**src/rtl/ym3438_out_mixer.sv**
```systemverilog
// rtl/ym3438_out_mixer.sv - per-channel pan and stereo frame summing of YM3438 channel samples.
// Optional YM2612 DAC ladder crossover emulation is enabled by defining YM_LADDER_EN.
module ym3438_out_mixer #(
    parameter int NUM_CH = 6,
    parameter int OUT_W  = 12
) (
    input  logic                MCLK,
    input  logic                reset,
    input  logic                slot_en,
    input  logic                ch_valid,
    input  logic                frame_sync,
    input  logic [8:0]          ch_out,
    input  logic [2*NUM_CH-1:0] pan,
    output logic [OUT_W-1:0]    out_l,
    output logic [OUT_W-1:0]    out_r,
    output logic                out_valid,
    output logic [2:0]          slot_dbg
);

    localparam logic [2:0] LAST_SLOT = 3'(NUM_CH - 1);

    logic [2:0]              slot_q, slot_d;
    logic signed [OUT_W-1:0] acc_l_q, acc_l_d;
    logic signed [OUT_W-1:0] acc_r_q, acc_r_d;
    logic signed [OUT_W-1:0] out_l_q, out_l_d;
    logic signed [OUT_W-1:0] out_r_q, out_r_d;
    logic                    out_valid_q, out_valid_d;
    logic                    frame_seen_q, frame_seen_d;

    logic [2:0]              k;
    logic                    pan_l, pan_r;
    logic signed [OUT_W-1:0] s_ext;
    logic signed [OUT_W-1:0] add_l, add_r;
    logic signed [OUT_W-1:0] base_l, base_r;
    logic signed [OUT_W-1:0] sum_l, sum_r;
`ifdef YM_LADDER_EN
    logic signed [OUT_W-1:0] ofs;
`endif

    always_comb begin
        slot_d       = slot_q;
        acc_l_d      = acc_l_q;
        acc_r_d      = acc_r_q;
        out_l_d      = out_l_q;
        out_r_d      = out_r_q;
        out_valid_d  = 1'b0;
        frame_seen_d = frame_seen_q;

        // Offset binary to two's complement: flip the MSB, then sign-extend.
        s_ext  = {{(OUT_W-9){~ch_out[8]}}, ~ch_out[8], ch_out[7:0]};
        k      = frame_sync ? 3'd0 : slot_q;
        pan_l  = pan[{k, 1'b1}];
        pan_r  = pan[{k, 1'b0}];
        base_l = frame_sync ? '0 : acc_l_q;
        base_r = frame_sync ? '0 : acc_r_q;

`ifdef YM_LADDER_EN
        // The ladder offset lands on both sides, even when a side is panned off.
        ofs   = s_ext[OUT_W-1] ? -OUT_W'(4) : OUT_W'(4);
        add_l = ch_valid ? (pan_l ? s_ext + ofs : ofs) : '0;
        add_r = ch_valid ? (pan_r ? s_ext + ofs : ofs) : '0;
`else
        add_l = (ch_valid && pan_l) ? s_ext : '0;
        add_r = (ch_valid && pan_r) ? s_ext : '0;
`endif

        sum_l = base_l + add_l;
        sum_r = base_r + add_r;

        if (slot_en) begin
            if (frame_sync) begin
                frame_seen_d = 1'b1;
            end
            if (k == LAST_SLOT) begin
                slot_d  = 3'd0;
                acc_l_d = '0;
                acc_r_d = '0;
                if (frame_seen_q) begin
                    out_l_d     = sum_l;
                    out_r_d     = sum_r;
                    out_valid_d = 1'b1;
                end
            end else begin
                slot_d  = k + 3'd1;
                acc_l_d = sum_l;
                acc_r_d = sum_r;
            end
        end
    end

    always_ff @(posedge MCLK) begin
        if (reset) begin
            slot_q       <= 3'd0;
            acc_l_q      <= '0;
            acc_r_q      <= '0;
            out_l_q      <= '0;
            out_r_q      <= '0;
            out_valid_q  <= 1'b0;
            frame_seen_q <= 1'b0;
        end else begin
            slot_q       <= slot_d;
            acc_l_q      <= acc_l_d;
            acc_r_q      <= acc_r_d;
            out_l_q      <= out_l_d;
            out_r_q      <= out_r_d;
            out_valid_q  <= out_valid_d;
            frame_seen_q <= frame_seen_d;
        end
    end

    assign out_l     = out_l_q;
    assign out_r     = out_r_q;
    assign out_valid = out_valid_q;
    assign slot_dbg  = slot_q;

endmodule

```
**config.mk**
```make
export PLATFORM = sky130hd
export DESIGN_NAME = ym3438_out_mixer
export DESIGN_NICKNAME = d
export VERILOG_FILES = /design/src/rtl/ym3438_out_mixer.sv
export SDC_FILE = /design/constraint.sdc
export NUM_CORES = 1
export LEC_CHECK = 0
export BUFFER_PORTS_ARGS = -buffer_cell sky130_fd_sc_hd__buf_2
export CAP_MARGIN = 10
export CORE_MARGIN = 1.5
export CORE_UTILIZATION = 57
export DETAILED_ROUTE_END_ITERATION = 12
export PLACE_DENSITY_LB_ADDON = 0.12
export SYNTH_ARGS = -nofsm -noshare
export SYNTH_HDL_FRONTEND = slang
export SYNTH_SLANG_ARGS = --single-unit
```
**constraint.sdc**
```tcl
create_clock -name MCLK -period 4.2 [get_ports MCLK]
set_input_delay 0.84 -clock MCLK [delete_from_list [all_inputs] [get_ports MCLK]]
set_output_delay 0.84 -clock MCLK [all_outputs]
set_load 0.005 [all_outputs]
```
==> flow_summary.ini <==
[outcome]
status = finished clean

[clocking]
cts_resized = 0
cts_buffer_depth = 2
cts_setup_buffers = 0
cts_htree_levels = 2
clk_latency_ns = 0.31
ctsHoldBuffers = 0
clkTransAtPathRegs_ns = 0.10
root_buffer = clkbuf_8
cts_tree = done
cts.sinks = 53
numCtsBuffers = 5

[synthesis]
synth.top_cells.by_area = dfxtp_1, nor2b_1, ha_1
synth-simple-area-share_pct = 28.1
synth_fa_ha_area_share_pct = 9.54
synth_top_family_by_area = simple AND/OR/NAND/NOR gates
synth_edf_count = 0
synth.largest_area_cell = dfxtp_1
synth_seq_cells = 53
ys.flop_type = dfxtp_1
synth_seq_area_share_pct = 32.1
ys_types = 52
syn_area_um2 = 3310
ys_async_sr_fraction_pct = 0
avgSynthCellArea_um2 = 7.97
synth_xor_area_share_pct = 5.03
ys.warnings.count = 0
synth_top_area_share_pct = 32.1
synth_compound_area_share_pct = 20.9
synth_cells = 415
muxShareOfSynthArea_pct = 1.21
syn-num-nets = 465

[global_route]
globalRoute.totalOverflow = 0
met3_usage_pct = 3.68
antenna_found_initial = 0
top_usage_layer = met2
use_met1_pct = 34.1
grt_pass1_vias = 2843
grt_usage_pct = 26.3
grt_max_degree = 44
grt_pass1_wl_um = 13200
met2_usage_pct = 45.6

[layout]
syn_to_final_growth_pct = 12.5
fillCellCount = 480
final_layout_size_suffix_gt1_share_pct = 15.5
regArea_um2 = 1060
fin_nets = 513
antenna_cells = 0
fin_util_pct = 67.1
multi_input_area_um2 = 2140
layout_common_cells = dfxtp_1, buf_2, nor2b_1

[setup_path]
critPathArrivalTime_ns = 3.95
path_max_fanout = 13
worst-setup-path-type = reg -> reg
required_ns = 4.44
reg2reg_depth = 12
crit_path_end_kind = flop
start_kind = flop

[detailed_routing]
ant_nets = 0
drt-wirelength-per-cell_um = 14.6
vias_per_cell = 5.70
first_iter_violations = 191
wl_um = 7810
firstDrtPassIters = 4
route.detailed.drc = 0
via_count = 3053

[flow_run]
maxCapViolations = 0

[sta]
rsz0062_at_grt = false
skew_ns = 0.00756
hold_violations = 0
slew_viol_final = 0
max_slew_margin_pct = 56.5
worst_slack_ns = 0.488
timing.fmax_mhz = 269
setup_violations = 0
timing.setup.tns_ns = 0
finalCritPeriodShare_pct = 88.4
min_period_ns = 3.71
tightest_slew_ns = 0.651

[pwr]
p_per_area_nw_per_um2 = 253
p_total_uw = 942
vdd_drop_max_v = 0.000215
p_leak_uw = 0.00171

[hold_path]
min_path_type = reg -> reg
holdPathStages = 2

[floorplanning]
die_w_um = 79.2
die_h_um = 79.2
num_rows = 27
start_util_pct = 59.7
dieArea_um2 = 6270
fp.coreArea_um2 = 5540
ios = 54

[placed_design]
dp_slack_ns = 0.233
io_buffers = 53
gp_congestion = 0.858
dp.final_hpwl_um = 5700
-- state kept, by name (all words and copies together) (netlist names) --
name / cells
acc_l_q: 12
out_l: 12
out_r: 12
acc_r_q: 12
slot_dbg: 3
frame_seen_q: 1
out_valid: 1
-- Yosys cell counts (all sizes together) (2+ instances only) --
cell and instances:
a22oi 2, a32oi 2, buf 5, nor3 6
nor2 32, and4 3, nand4 2, nor3b 2
o21ba 2, or3 4, nand4b 2, o21ai 21
o211ai 2, o31ai 2, a2111oi 2, xor2 6
nand3 7, ha 22, and2 18, nand2b 4
inv 6, clkbuf 14, mux2i 4, a21oi 48
fa 2, and3 3, nor2b 48, a22o 5
nand2 44, a21o 10, a31oi 4, xnor2 13
dfxtp 53
-- final cells by class --
cell class	instances	area share (%)
repair buffers	60	8.55
multi-input cells	336	57.5
inverters	7	0.707
clock inverters	1	0.202
well taps	72	2.42
flip-flops and latches	53	28.5
clock buffers	7	2.05
-- cells by family (layout without fill, tap and decap cells) --
kind of cell,Yosys count,count (layout)
AOI/OAI and AO/OA,111,111
xor gates and xnor gates,19,19
adders and majority gates,24,24
buffers and inverters,26,75
DFF,53,53
muxes,4,4
and+or+nand+nor,178,178
-- power by group --
group / switching [uW] / internal (uW)
clock network: 170 / 118
logic: 79.1 / 55.1
registers: 7.75 / 512
total: 257 / 686
-- path summary, 6_finish.rpt --
path	from	to	slack, ns
min reg2reg	out_l[2]	out_l[2]	0.46
max	slot_dbg[0]	acc_l_q[9]	0.49
max reg2reg	slot_dbg[0]	acc_l_q[9]	0.49
min	out_l[2]	out_l[2]	0.46
-- metrics by stage --
step / hold WS (ns) / instance area (um2) / std cells
final: 0.455 / 3720 / 536
after CTS: 0.458 / 3720 / 536
after detailed placement: 0.435 / 3630 / 528
after global placement: 0.430 / 3630 / 528
after floorplan: 0.417 / 3310 / 415
after global routing: 0.474 / 3720 / 536
-- worst max-delay path: stages (launching register included) --
cell and delay (ns):
dfxtp_1 0.63, mux2i_1 0.16, a221oi_1 0.42, a21oi_1 0.16
nor2b_1 0.39, and2_1 0.25, ha_1 0.25, a21oi_1 0.17
nor2_1 0.08, o311a_1 0.34, o211a_1 0.29, o31a_1 0.29
o31ai_1 0.21
-- per-layer routing --
metal,wire length [um],share of wire [%],vias up
met5,0,0,-
met4,113,1.4,0
met3,426,5.5,10
met2,3760,48,85
met1,3510,45,1408
li1,-,-,1550
Note: power is estimated with default switching activity, not from simulation.
